==> src/rtl/ones_comp_checksum.sv <==
// Ones'-complement frame accumulator with end-around carry.
// Presents sum, checksum and word count once per frame.
module ones_comp_checksum #(
    parameter int WIDTH = 4,
    parameter int CNT_W = 8
) (
    input  logic             clk,
    input  logic             rst_n,
    input  logic             in_valid,
    output logic             in_ready,
    input  logic [WIDTH-1:0] in_data,
    input  logic             in_last,
    output logic             out_valid,
    input  logic             out_ready,
    output logic [WIDTH-1:0] out_sum,
    output logic [WIDTH-1:0] out_chk,
    output logic [CNT_W-1:0] out_count,
    output logic             out_ovf
);

    typedef enum logic {
        ST_ACC,
        ST_HOLD
    } state_t;

    state_t           state_q, state_d;
    logic [WIDTH-1:0] acc_q, acc_d;
    logic [CNT_W-1:0] cnt_q, cnt_d;
    logic             ovf_q, ovf_d;
    logic [WIDTH-1:0] sum_q, sum_d;
    logic [WIDTH-1:0] chk_q, chk_d;
    logic [CNT_W-1:0] ocnt_q, ocnt_d;
    logic             oovf_q, oovf_d;

    logic [WIDTH:0]   add_s;
    logic [WIDTH-1:0] acc_add;
    logic             cnt_max;
    logic [CNT_W-1:0] cnt_inc;
    logic             ovf_inc;
    logic             in_fire;
    logic             out_fire;

    // End-around carry: the carry out folds back into bit 0.
    // The fold cannot carry again, so negative zero survives.
    assign add_s   = {1'b0, acc_q} + {1'b0, in_data};
    assign acc_add = add_s[WIDTH-1:0]
                   + {{(WIDTH-1){1'b0}}, add_s[WIDTH]};

    assign cnt_max = &cnt_q;
    assign cnt_inc = cnt_max ? cnt_q : cnt_q + CNT_W'(1);
    assign ovf_inc = ovf_q | cnt_max;

    assign in_ready  = (state_q == ST_ACC);
    assign out_valid = (state_q == ST_HOLD);
    assign in_fire   = in_valid & in_ready;
    assign out_fire  = out_valid & out_ready;

    assign out_sum   = sum_q;
    assign out_chk   = chk_q;
    assign out_count = ocnt_q;
    assign out_ovf   = oovf_q;

    // Next-state: accumulate in ACC, latch result on last word, clear on consume.
    always_comb begin
        state_d = state_q;
        acc_d   = acc_q;
        cnt_d   = cnt_q;
        ovf_d   = ovf_q;
        sum_d   = sum_q;
        chk_d   = chk_q;
        ocnt_d  = ocnt_q;
        oovf_d  = oovf_q;
        unique case (state_q)
            ST_ACC: begin
                if (in_fire) begin
                    acc_d = acc_add;
                    cnt_d = cnt_inc;
                    ovf_d = ovf_inc;
                    if (in_last) begin
                        sum_d   = acc_add;
                        chk_d   = ~acc_add;
                        ocnt_d  = cnt_inc;
                        oovf_d  = ovf_inc;
                        state_d = ST_HOLD;
                    end
                end
            end
            ST_HOLD: begin
                if (out_fire) begin
                    acc_d   = '0;
                    cnt_d   = '0;
                    ovf_d   = 1'b0;
                    state_d = ST_ACC;
                end
            end
            default: state_d = ST_ACC;
        endcase
    end

    // State and result registers with synchronous active-low reset.
    always_ff @(posedge clk) begin
        if (!rst_n) begin
            state_q <= ST_ACC;
            acc_q   <= '0;
            cnt_q   <= '0;
            ovf_q   <= 1'b0;
            sum_q   <= '0;
            chk_q   <= '1;
            ocnt_q  <= '0;
            oovf_q  <= 1'b0;
        end else begin
            state_q <= state_d;
            acc_q   <= acc_d;
            cnt_q   <= cnt_d;
            ovf_q   <= ovf_d;
            sum_q   <= sum_d;
            chk_q   <= chk_d;
            ocnt_q  <= ocnt_d;
            oovf_q  <= oovf_d;
        end
    end

endmodule

==> config.mk <==
export PLATFORM = sky130hd
export DESIGN_NAME = ones_comp_checksum
export DESIGN_NICKNAME = d
export VERILOG_FILES = /design/src/rtl/ones_comp_checksum.sv
export SDC_FILE = /design/constraint.sdc
export NUM_CORES = 1
export LEC_CHECK = 0
export ABC_AREA = 1
export CAP_MARGIN = 0
export CORE_ASPECT_RATIO = 1.2
export CORE_MARGIN = 2
export CORE_UTILIZATION = 36
export CTS_CLUSTER_SIZE = 10
export DETAILED_ROUTE_END_ITERATION = 10
export SLEW_MARGIN = 40
export SYNTH_ARGS = -nofsm -noshare
export SYNTH_HDL_FRONTEND = slang
export SYNTH_SLANG_ARGS = --single-unit
==> constraint.sdc <==
create_clock -name clk -period 2.7 [get_ports clk]
set_clock_uncertainty 0.1 [all_clocks]
set_input_delay 0.405 -clock clk [delete_from_list [all_inputs] [get_ports clk]]
set_output_delay 0.405 -clock clk [all_outputs]
set_load 0.02 [all_outputs]
==> results of run 1 <==
-- cell usage after synthesis --
cell,count,area share
a31oi_1,2,0.0083
clkbuf_1,2,0.0050
o21a_1,5,0.025
a21oi_2,2,0.012
nand2_2,2,0.0083
nand2b_1,1,0.0041
nand3_1,14,0.046
or2_2,2,0.0083
nand2_1,55,0.14
nor2_2,2,0.0083
o211ai_1,1,0.0050
inv_1,23,0.057
xor2_1,3,0.017
o21ai_0,4,0.013
ha_1,7,0.058
buf_4,2,0.0099
a21oi_1,20,0.066
fa_1,1,0.013
buf_2,2,0.0066
inv_2,2,0.0050
nor2_4,2,0.015
nor3b_1,1,0.0050
dfxtp_1,31,0.41
o21ai_1,8,0.026
o21bai_1,2,0.0099
nand2_4,1,0.0074
nor2_1,3,0.0074
buf_6,1,0.0074
-- layout make-up --
| type | count | area share |
|---|---|---|
| Multi-Input combinational cell | 138 | 0.393 |
| Clock buffer | 8 | 0.0514 |
| Tap cell | 54 | 0.0347 |
| Timing Repair Buffer | 31 | 0.154 |
| Inverter | 25 | 0.0482 |
| Sequential cell | 31 | 0.319 |
-- worst max-delay path, cell delays in order --
cell             delay (ns)
clkdlybuf4s50_1        0.42
ha_2                   0.20
fa_2                   0.34
nand2_2                0.08
a21oi_1                0.05
or2_2                  0.27
ha_1                   0.22
ha_1                   0.19
xor2_1                 0.18
nand2_1                0.07
nand2_1                0.06
inv_1                  0.05
o21a_1                 0.09
-- placed cells by master (no fill, tap or decap) --
| cell type | n |
|---|---|
| nand2_1 | 54 |
| dfxtp_1 | 31 |
| clkdlybuf4s50_1 | 27 |
| inv_1 | 23 |
| a21oi_1 | 20 |
| nand3_1 | 14 |
| o21ai_1 | 9 |
| clkbuf_8 | 7 |
| ha_1 | 6 |
| o21a_1 | 5 |
| buf_4 | 4 |
| nand2_2 | 3 |
| o21ai_0 | 3 |
| xor2_1 | 3 |
| nor2_1 | 3 |
| or2_2 | 2 |
| nor2_4 | 2 |
| inv_2 | 2 |
| o21bai_1 | 2 |
| nor2_2 | 2 |
| a31oi_1 | 2 |
| a21oi_2 | 2 |
| nand2_4 | 1 |
| nor3b_1 | 1 |
| o211ai_1 | 1 |
| nand2b_1 | 1 |
| fa_2 | 1 |
| ha_2 | 1 |
| clkbuf_1 | 1 |
-- per-layer routing --
layer / share of wire / vias up
met4: 0.020 / 0
met1: 0.45 / 615
met3: 0.021 / 5
met5: 0 / -
met2: 0.51 / 15
li1: - / 707
-- per-stage QoR --
step	worst slack [ns]	area, um2	setup TNS [ns]
2_1_floorplan	0.324	1520	0
3_3_place_gp	-0.164	1840	-0.608
3_5_place_dp	-0.216	1840	-0.900
4_1_cts	0.0558	1940	0
5_1_grt	0.0524	1950	0
6_report	0.148	1950	0
-- cell families after synthesis --
group | synth area share
xor+xnor | 0.0173
buf+inv | 0.0908
compound gates | 0.165
simple gates | 0.246
fa+ha+maj | 0.0710
flops | 0.410
-- registers in the layout, indices dropped and copies added (netlist names) --
signal	cells
cnt_q	8
out_count	8
acc_q	4
out_chk	4
out_sum	4
out_ovf	1
out_valid	1
ovf_q	1
-- path summary, 6_finish.rpt --
path	start	endpoint	slack (ns)	cells after the start
min reg2reg	out_chk[2]$_SDFFE_PN1P_	out_chk[2]$_SDFFE_PN1P_	0.36	2
min	out_chk[2]$_SDFFE_PN1P_	out_chk[2]$_SDFFE_PN1P_	0.36	2
max reg2reg	acc_q[0]$_SDFFE_PN0P_	out_sum[2]$_SDFFE_PN0P_	0.40	12
max	in_data[0]	out_sum[2]$_SDFFE_PN0P_	0.15	13
-- power breakdown --
group	switching, mW	internal (mW)
clock	0.168	0.232
sequential	0.0188	0.487
combinational	0.123	0.104
-- timing repair --
action                                  in CTS  in global routing
endpoints found under the setup margin       0                  5
buffers inserted                             0                  0
hold endpoints to repair                     0                  0
resized for setup                            0                  4
==> results summary, run 1 <==
The vias after detailed routing is 1342. The total of warnings raised by yosys is 0. The latest clock arrival within the worst-skew pair is 0.28 ns. The worst voltage drop across the vdd grid came out at 0.000305 V. The total power is 1.13 mW. The worst setup path is of the input pin to register kind.

The number of top-level pins is 28. The length of the first detailed-routing pass in iterations came out at 4. The number of antenna violations at the first check in global routing is 0. The startpoint type of the worst setup path is an input pin. The flow ran to the end, and the final reports show no timing, DRC or antenna violations.

The die height came out at 75.1 um. The number of input and output port buffers inserted came out at 27. The number of rows created at floorplan came out at 25.

The number of nets in the synthesized netlist is 218. The starting density of the core is 0.378. The area growth from synthesis to layout came out at 28.5%. The post-layout instance count excluding filler cells came out at 287. The antenna diode instance count came out at 0. The clock-pin slew of the registers on the worst-case setup and hold paths is 0.06 ns. The number of buffers inserted by hold repair at cts came out at 0. The synthesized area per cell is 7.54 um2.

The number of hold violations in the final report came out at 0. The max-slew violation total from the final report was 0. The multi-input combinational cells in the finished layout cover a total of 764 um2. The total of endpoints with negative setup slack in the final report came out at 0. The count of unresolved DRC violations after routing is 0. The met3 demand-to-capacity share in global routing is 0.0284. The total routing usage reported by global routing is 0.160. The layer with the highest usage after global routing is met2.

The data arrival at the endpoint of the critical path is 2.63 ns. The worst hold path class is register to register. The via count of the first global-routing pass came to 1277. The post-route fraction of the period consumed by the critical path came out at 0.945. The ratio of cells with drive above 1 in the final layout is 0.116. The HPWL after detailed placement is 2360 um. The H-tree was split into 2 levels. The area inside the core boundary came out at 4000 um2. The relative max-transition margin is 0.581. In the final design database the tool counted 249 nets. The number of sinks on the clock net is 31. The number of buffers added by the clock tree synthesis step came out at 5. The fill cell instance count of the final layout is 424. The average wire length per cell after detail routing came out at 11.4 um.

The post-detailed-routing wire length came out at 3270 um. The number of unique standard cell types used by synthesis is 28. For met2 alone, demand over resource in global routing was 0.283. After the first detailed-routing iteration, the DRC count stood at 30.

The gate count of the mapped netlist is 201. The detail route stage leaves a number of antenna-violating nets equal to 0. The register area is 621 um2. Counting tap cells, the placed design contains a total of 279 instances. The register area share after synthesis came out at 0.410. The maximum number of buffers from clock root to sink came out at 2. For this run, the share of the core covered by cells in the final layout is 0.486. The root cell of the clock tree is clkbuf_8. The clock tree from TritonCTS is done. The die covers 4750 um2. The final hold slack came out at 0.359 ns. The floorplan step set the die width to 63.2 um. The worst-path maximum fanout is 2.

Dividing the detail-routed via count by the number of cells gives 4.68. The total congestion overflow came out at 0. The post-synthesis cell area is 1520 um2. The met1 usage in global routing is 0.185. The flop and latch count out of synthesis is 31. Entering global routing, the biggest net connects 19 pins. The analysis attributes to cell leakage a power of 0.859 nW. The last weighted congestion value of the routability-driven placer came out at 0.782. Setup repair after global routing left no endpoint under its margin. The maximum frequency from static timing analysis came out at 392 MHz. The data required time of the worst path is 2.77 ns. STA classifies the critical path endpoint as a register. The power density over cell area is 582 nW/um2. The clock period could shrink to 2.55 ns. The transition at the pin with the smallest max-transition slack is 0.629 ns.

The max-capacitance violation count came out at 0. The first-pass GRT wire length is 5880 um.
Power figures use the tool's default switching activity.
==> run 2, diff against run 1 <==
- MAX_ROUTING_LAYER: default -> met4
- SETUP_SLACK_MARGIN: default -> 0.05
==> results summary, run 2 (synthesis gave the netlist of run 1 again) <==
The count of unresolved DRC violations after routing is 0. For this configuration, the core starts out at a cell density of 0.378. The number of hold violations in the final report came out at 0. The antenna diode instance count came out at 0. The first-pass GRT wire length came out at 5880 um. The count of antenna-violating nets left after detailed routing came out at 0.

The via count of the first global-routing pass came out at 1277. Using the TritonRoute via totals, the vias-per-cell ratio works out to 4.68. The summed negative setup slack over all endpoints is 0 ns. The area inside the core boundary came out at 4000 um2.

The routed design has 3270 um of wire. The worst-path maximum fanout came out at 2. The maximum single-stage delay on the critical path is 0.42 ns.

The max-capacitance violation count came out at 0. Setup violations remaining at the end of the flow were counted as 0. The area of the die is 4750 um2.

The worst voltage drop across the vdd grid came out at 0.000305 V. The die height came out at 75.1 um. In this run, the number of DRC markers left after iteration 0 of detailed routing was 39. The signal on the critical path passes through clkdlybuf4s50_1, ha_2, fa_2, nand2_2, a21oi_1, or2_2, ha_2, ha_1, xor2_1, nand2_1, nand2_1, inv_1, o21a_1. The final net count is 249. The leakage power summed over all cells is 0.857 nW.

The clock tree from TritonCTS is done. Data on the critical path is required at its endpoint by 2.77 ns. The worst setup path is captured at a register. The placed cell count is 279. The path class of the tightest hold or removal check is register to register. The congestion estimate from routability-driven global placement came to 0.793. The filler cells instantiated in the layout total 423.

At the pin with the least slew margin, the transition time is 0.632 ns. The worst setup path is launched from an input pin. The average wire length per cell after detail routing is 11.4 um. The largest net degree at the start of global routing is 19.

TritonCTS created 5 clock buffers. The number of H-tree levels came out at 2. For this design, the CTS-stage hold fixing added 0 buffers. The number of antenna violations at the first check in global routing is 0. The critical path start-end classification is input pin to register. For the worst-skew pair, the clock arrives at the later sink with an insertion delay of 0.28 ns. In the finished design, the share of the clock period the worst path needs comes to 0.933.

The library cell used most frequently in the layout, excluding fill and tap cells, is nand2_1. Relative to the synthesized area, the layout overhead comes to 28.7%. The slowest stage of the critical path belongs to the cell clkdlybuf4s50_1.

The number of rows created at floorplan is 25. The combined buffer and inverter count along the critical path came out at 2. Counting I/O delays and the setup requirement, the final critical path takes 2.52 ns. Leaving out fill and tap cells, the most frequent cells in the layout are 54 x nand2_1, 31 x dfxtp_1, 27 x clkdlybuf4s50_1. The max-slew violation total from the final report came out at 0. Detailed placement ended at an HPWL of 2360 um. Based on the critical path, the design can be clocked at up to 397 MHz.

The cell family with the largest share of critical-path delay is adder cells. The detailed router placed 1342 vias in this run. The post-layout instance count excluding filler cells is 287. The relative max-transition margin is 0.579. The number of input and output port buffers inserted came out at 27.

Hold is met by 0.358 ns. The number of sinks on the clock net came out at 31. The tree is rooted in a clkbuf_8. The number of top-level pins is 28. The post-placement worst setup slack is -0.216 ns.

The length of the first detailed-routing pass in iterations is 4. After global routing the overflow that remains totals 0. The maximum number of buffers from clock root to sink is 2. The total routing usage reported by global routing came out at 0.165. After clock tree synthesis, the clock-pin slew on the worst setup and hold paths is 0.06 ns. The count of cells resized by post-cts repair came out at 0.

The ratio of cells with drive above 1 in the final layout came out at 0.120. Data on the critical path arrives at its endpoint at 2.59 ns. In this run the power density over the cells is 582 nW/um2. The run finished with clean final reports. Setup repair after global routing left no endpoint under its margin. The horizontal die dimension came out at 63.2 um. The worst-case setup margin in the final layout came out at 0.182 ns. Buffers added to address setup during post-CTS repair amount to 0.
-- run 2: changes by cell type in the layout (fill, tap and decap cells not counted) --
cell | before | now
ha_1 | 6 | 5
ha_2 | 1 | 2
-- run 2: area by class of cell --
cell class | instances | area, um2 | area share
Timing Repair Buffer | 31 | 300 | 0.154
Sequential cell | 31 | 621 | 0.318
Inverter | 25 | 93.8 | 0.0481
Multi-Input combinational cell | 138 | 767 | 0.393
Clock buffer | 8 | 100 | 0.0513
Tap cell | 54 | 67.6 | 0.0347
-- run 2: stage by stage --
stage,util,cell area (um2),power (mW)
after global routing,0.487,1950,1.20
after detailed placement,0.459,1840,0.741
final,0.487,1950,1.13
after CTS,0.484,1940,1.15
after floorplan,-,1520,0.657
after global placement,0.459,1840,0.741
-- run 2: where the power goes --
part	leakage (nW)	internal, mW	switching, mW
Sequential	0.254	0.487	0.0188
Combinational	0.552	0.104	0.123
Clock	0.0515	0.232	0.168
Total	0.857	0.824	0.310
-- run 2: worst min-delay path, delay by kind of cell (launching register included) --
family | cells | cell delay [ns]
and+or+nand+nor | 2 | 0.10
DFF | 1 | 0.31
-- run 2: metal layers --
metal	vias up	routed length, um	track usage
met3	5	68	0.0284
met1	614	1460	0.185
met2	15	1670	0.283
li1	708	-	-
met4	0	65	0.0942
met5	-	0	-
-- run 2: path summary, 6_finish.rpt --
check / start / cells past startpoint / slack (ns) / endpoint
setup / recovery: in_data[0] / 13 / 0.18 / out_sum[2]$_SDFFE_PN0P_
hold / removal: out_chk[2]$_SDFFE_PN1P_ / 2 / 0.36 / out_chk[2]$_SDFFE_PN1P_
hold reg to reg: out_chk[2]$_SDFFE_PN1P_ / 2 / 0.36 / out_chk[2]$_SDFFE_PN1P_
setup reg to reg: acc_q[0]$_SDFFE_PN0P_ / 12 / 0.43 / out_sum[2]$_SDFFE_PN0P_
==> run 3, diff against run 2 <==
- GPL_ROUTABILITY_DRIVEN: default -> 0
- SETUP_SLACK_MARGIN: 0.05 -> 0.02
==> results summary, run 3 (synthesis gave the netlist of run 1 again) <==
The flow ran to the end, and the final reports show no timing, DRC or antenna violations. The end of the worst register-to-register path is out_sum[2]$_SDFFE_PN0P_. The post-detailed-routing wire length is 3260 um. The number of top-level pins is 28. The total of endpoints with negative setup slack in the final report came out at 0.

The starting density of the core is 0.378. The count of cell instances traversed by the critical path is 13. The library cell used most frequently in the layout, excluding fill and tap cells, is nand2_1. The reg-to-reg critical path startpoint is acc_q[0]$_SDFFE_PN0P_. The vias after detailed routing is 1342. On the worst path, the slowest cell contributes a delay of 0.41 ns. The summed negative setup slack over all endpoints is 0 ns. The area inside the core boundary came out at 4000 um2.

The number of buffers and inverters on the critical path is 2. The count of antenna-violating nets left after detailed routing is 0. The maximum number of buffers from clock root to sink came out at 2.

The cell family contributing the most delay on the critical path is adder cells. From bottom edge to top edge, the die measures 75.1 um. The floorplan step defined a die boundary enclosing 4750 um2. Setup repair after global routing left no endpoint under its margin. The total routing usage reported by global routing came out at 0.165.

In this run the static leakage power is 0.859 nW. The number of rows created at floorplan is 25. The final cell area excluding filler cells came out at 1950 um2. The post-detailed-route via-to-cell ratio is 4.68. The number of buffers inserted to repair setup after CTS came out at 0. The most critical setup path has its endpoint at out_sum[2]$_SDFFE_PN0P_. The final hold slack came out at 0.357 ns.

Measured in cells, the most critical reg-to-reg path has a length of 12. The top cell types in the final layout, fill and taps aside, are 54 x nand2_1, 31 x dfxtp_1, 27 x clkdlybuf4s50_1. The number of buffers inserted by hold repair at cts came out at 0. The tightest min-delay check is of the register to register type. The tree built by TritonCTS fans out to 31 sinks. The average wire length per cell after detail routing came out at 11.3 um. The max-slew violation total from the final report was 0. The number of input and output port buffers inserted is 27. The post-placement worst setup slack came out at -0.216 ns. The power density over cell area is 582 nW/um2. The total power came out at 1.13 mW. The count of cells resized by post-cts repair came out at 0. Clock tree synthesis inserted a total of 5 buffers.

The origin of the worst setup path is in_data[0]. The count of unresolved DRC violations after routing came out at 0. Measured against its own limit, the worst slew margin works out to 0.576. The number of hold violations in the final report is 0. For this design, the slowest cell found on the critical path is clkdlybuf4s50_1. The clock-pin slew of the registers on the worst-case setup and hold paths is 0.06 ns. The total congestion overflow is 0. The data required time of the worst path is 2.77 ns. The worst voltage drop across the vdd grid is 0.000305 V. In the finished design, the share of the clock period the worst path needs comes to 0.944.

The number of H-tree levels came out at 2. The first-pass GRT wire length came out at 5880 um. The final net count came out at 249. The worst-case setup margin in the final layout came out at 0.151 ns. The HPWL after detailed placement is 2360 um. The worst-path maximum fanout is 2. From synthesis to final layout, the design area changed by 28.5%. The via count of the first global-routing pass is 1277. The horizontal die dimension came out at 63.2 um. TritonCTS built the clock tree.

The time the worst path needs with I/O delays and setup is 2.55 ns. The transition at the pin with the smallest max-transition slack came out at 0.636 ns. Entering global routing, the biggest net connects 19 pins. STA classifies the critical path endpoint as a register. The number of antenna violations at the first check in global routing was 0. The area of placed instances came out at 1840 um2.

For the worst setup path, the data arrival time is 2.62 ns. The startpoint type of the worst setup path is an input pin. The internal reg-to-reg setup slack came out at 0.40 ns.

For the worst-skew pair, the clock arrives at the later sink with an insertion delay of 0.28 ns. The worst setup path is of the input pin to register kind. The antenna diode instance count is 0. In the final layout, the share of cells above drive strength 1 is 0.116. The length of the first detailed-routing pass in iterations is 4. The max-capacitance violation count is 0. Derived from the worst setup path, the maximum achievable clock frequency is 392 MHz. The root cell of the clock tree is clkbuf_8. The DRC marker count from the first detailed-route iteration came out at 37. Walking the worst path, the cells encountered are clkdlybuf4s50_1, ha_2, fa_2, nand2_2, a21oi_1, or2_2, ha_1, ha_1, xor2_1, nand2_1, nand2_1, inv_1, o21a_1.
[run 3: cell counts in the layout (fill, tap and decap cells not counted)]
No cell type changed its count.
[run 3: power breakdown]
group	switching [mW]	total (mW)	internal, mW
sequential	0.0187	0.506	0.487
combinational	0.123	0.226	0.104
clock	0.167	0.400	0.232
[run 3: worst min path at each step]
stage | cells after the start | start | endpoint
floorplan | 2 | acc_q[0]$_SDFFE_PN0P_ | acc_q[0]$_SDFFE_PN0P_
global placement | 2 | out_chk[2]$_SDFFE_PN1P_ | out_chk[2]$_SDFFE_PN1P_
detailed placement | 2 | out_chk[2]$_SDFFE_PN1P_ | out_chk[2]$_SDFFE_PN1P_
CTS | 2 | out_chk[2]$_SDFFE_PN1P_ | out_chk[2]$_SDFFE_PN1P_
global route | 2 | out_chk[1]$_SDFFE_PN1P_ | out_chk[1]$_SDFFE_PN1P_
finish | 2 | out_chk[2]$_SDFFE_PN1P_ | out_chk[2]$_SDFFE_PN1P_
[run 3: routing by layer]
metal,track usage,share of wire,vias up
met3,0.0284,0.021,5
met2,0.283,0.51,15
met5,-,0,-
met1,0.185,0.44,614
li1,-,-,708
met4,0.0942,0.020,0
[run 3: through the flow]
step / instances / util
floorplan: 201 / -
global placement: 279 / 0.459
detailed placement: 279 / 0.459
CTS: 287 / 0.484
global route: 287 / 0.486
finish: 287 / 0.486
[run 3: area by class of cell]
| type | count | area, um2 |
|---|---|---|
| multi-input cells | 138 | 764 |
| flip-flops and latches | 31 | 621 |
| well taps | 54 | 67.6 |
| fillers | 424 | 2060 |
| clock buffers | 8 | 100 |
| inverters | 25 | 93.8 |
| repair buffers | 31 | 300 |
[run 3: worst min-delay path: cells and delay by family, from the launching register on]
family	cells	cell delay, ns
flip-flops	1	0.31
AND/OR/NAND/NOR	2	0.10
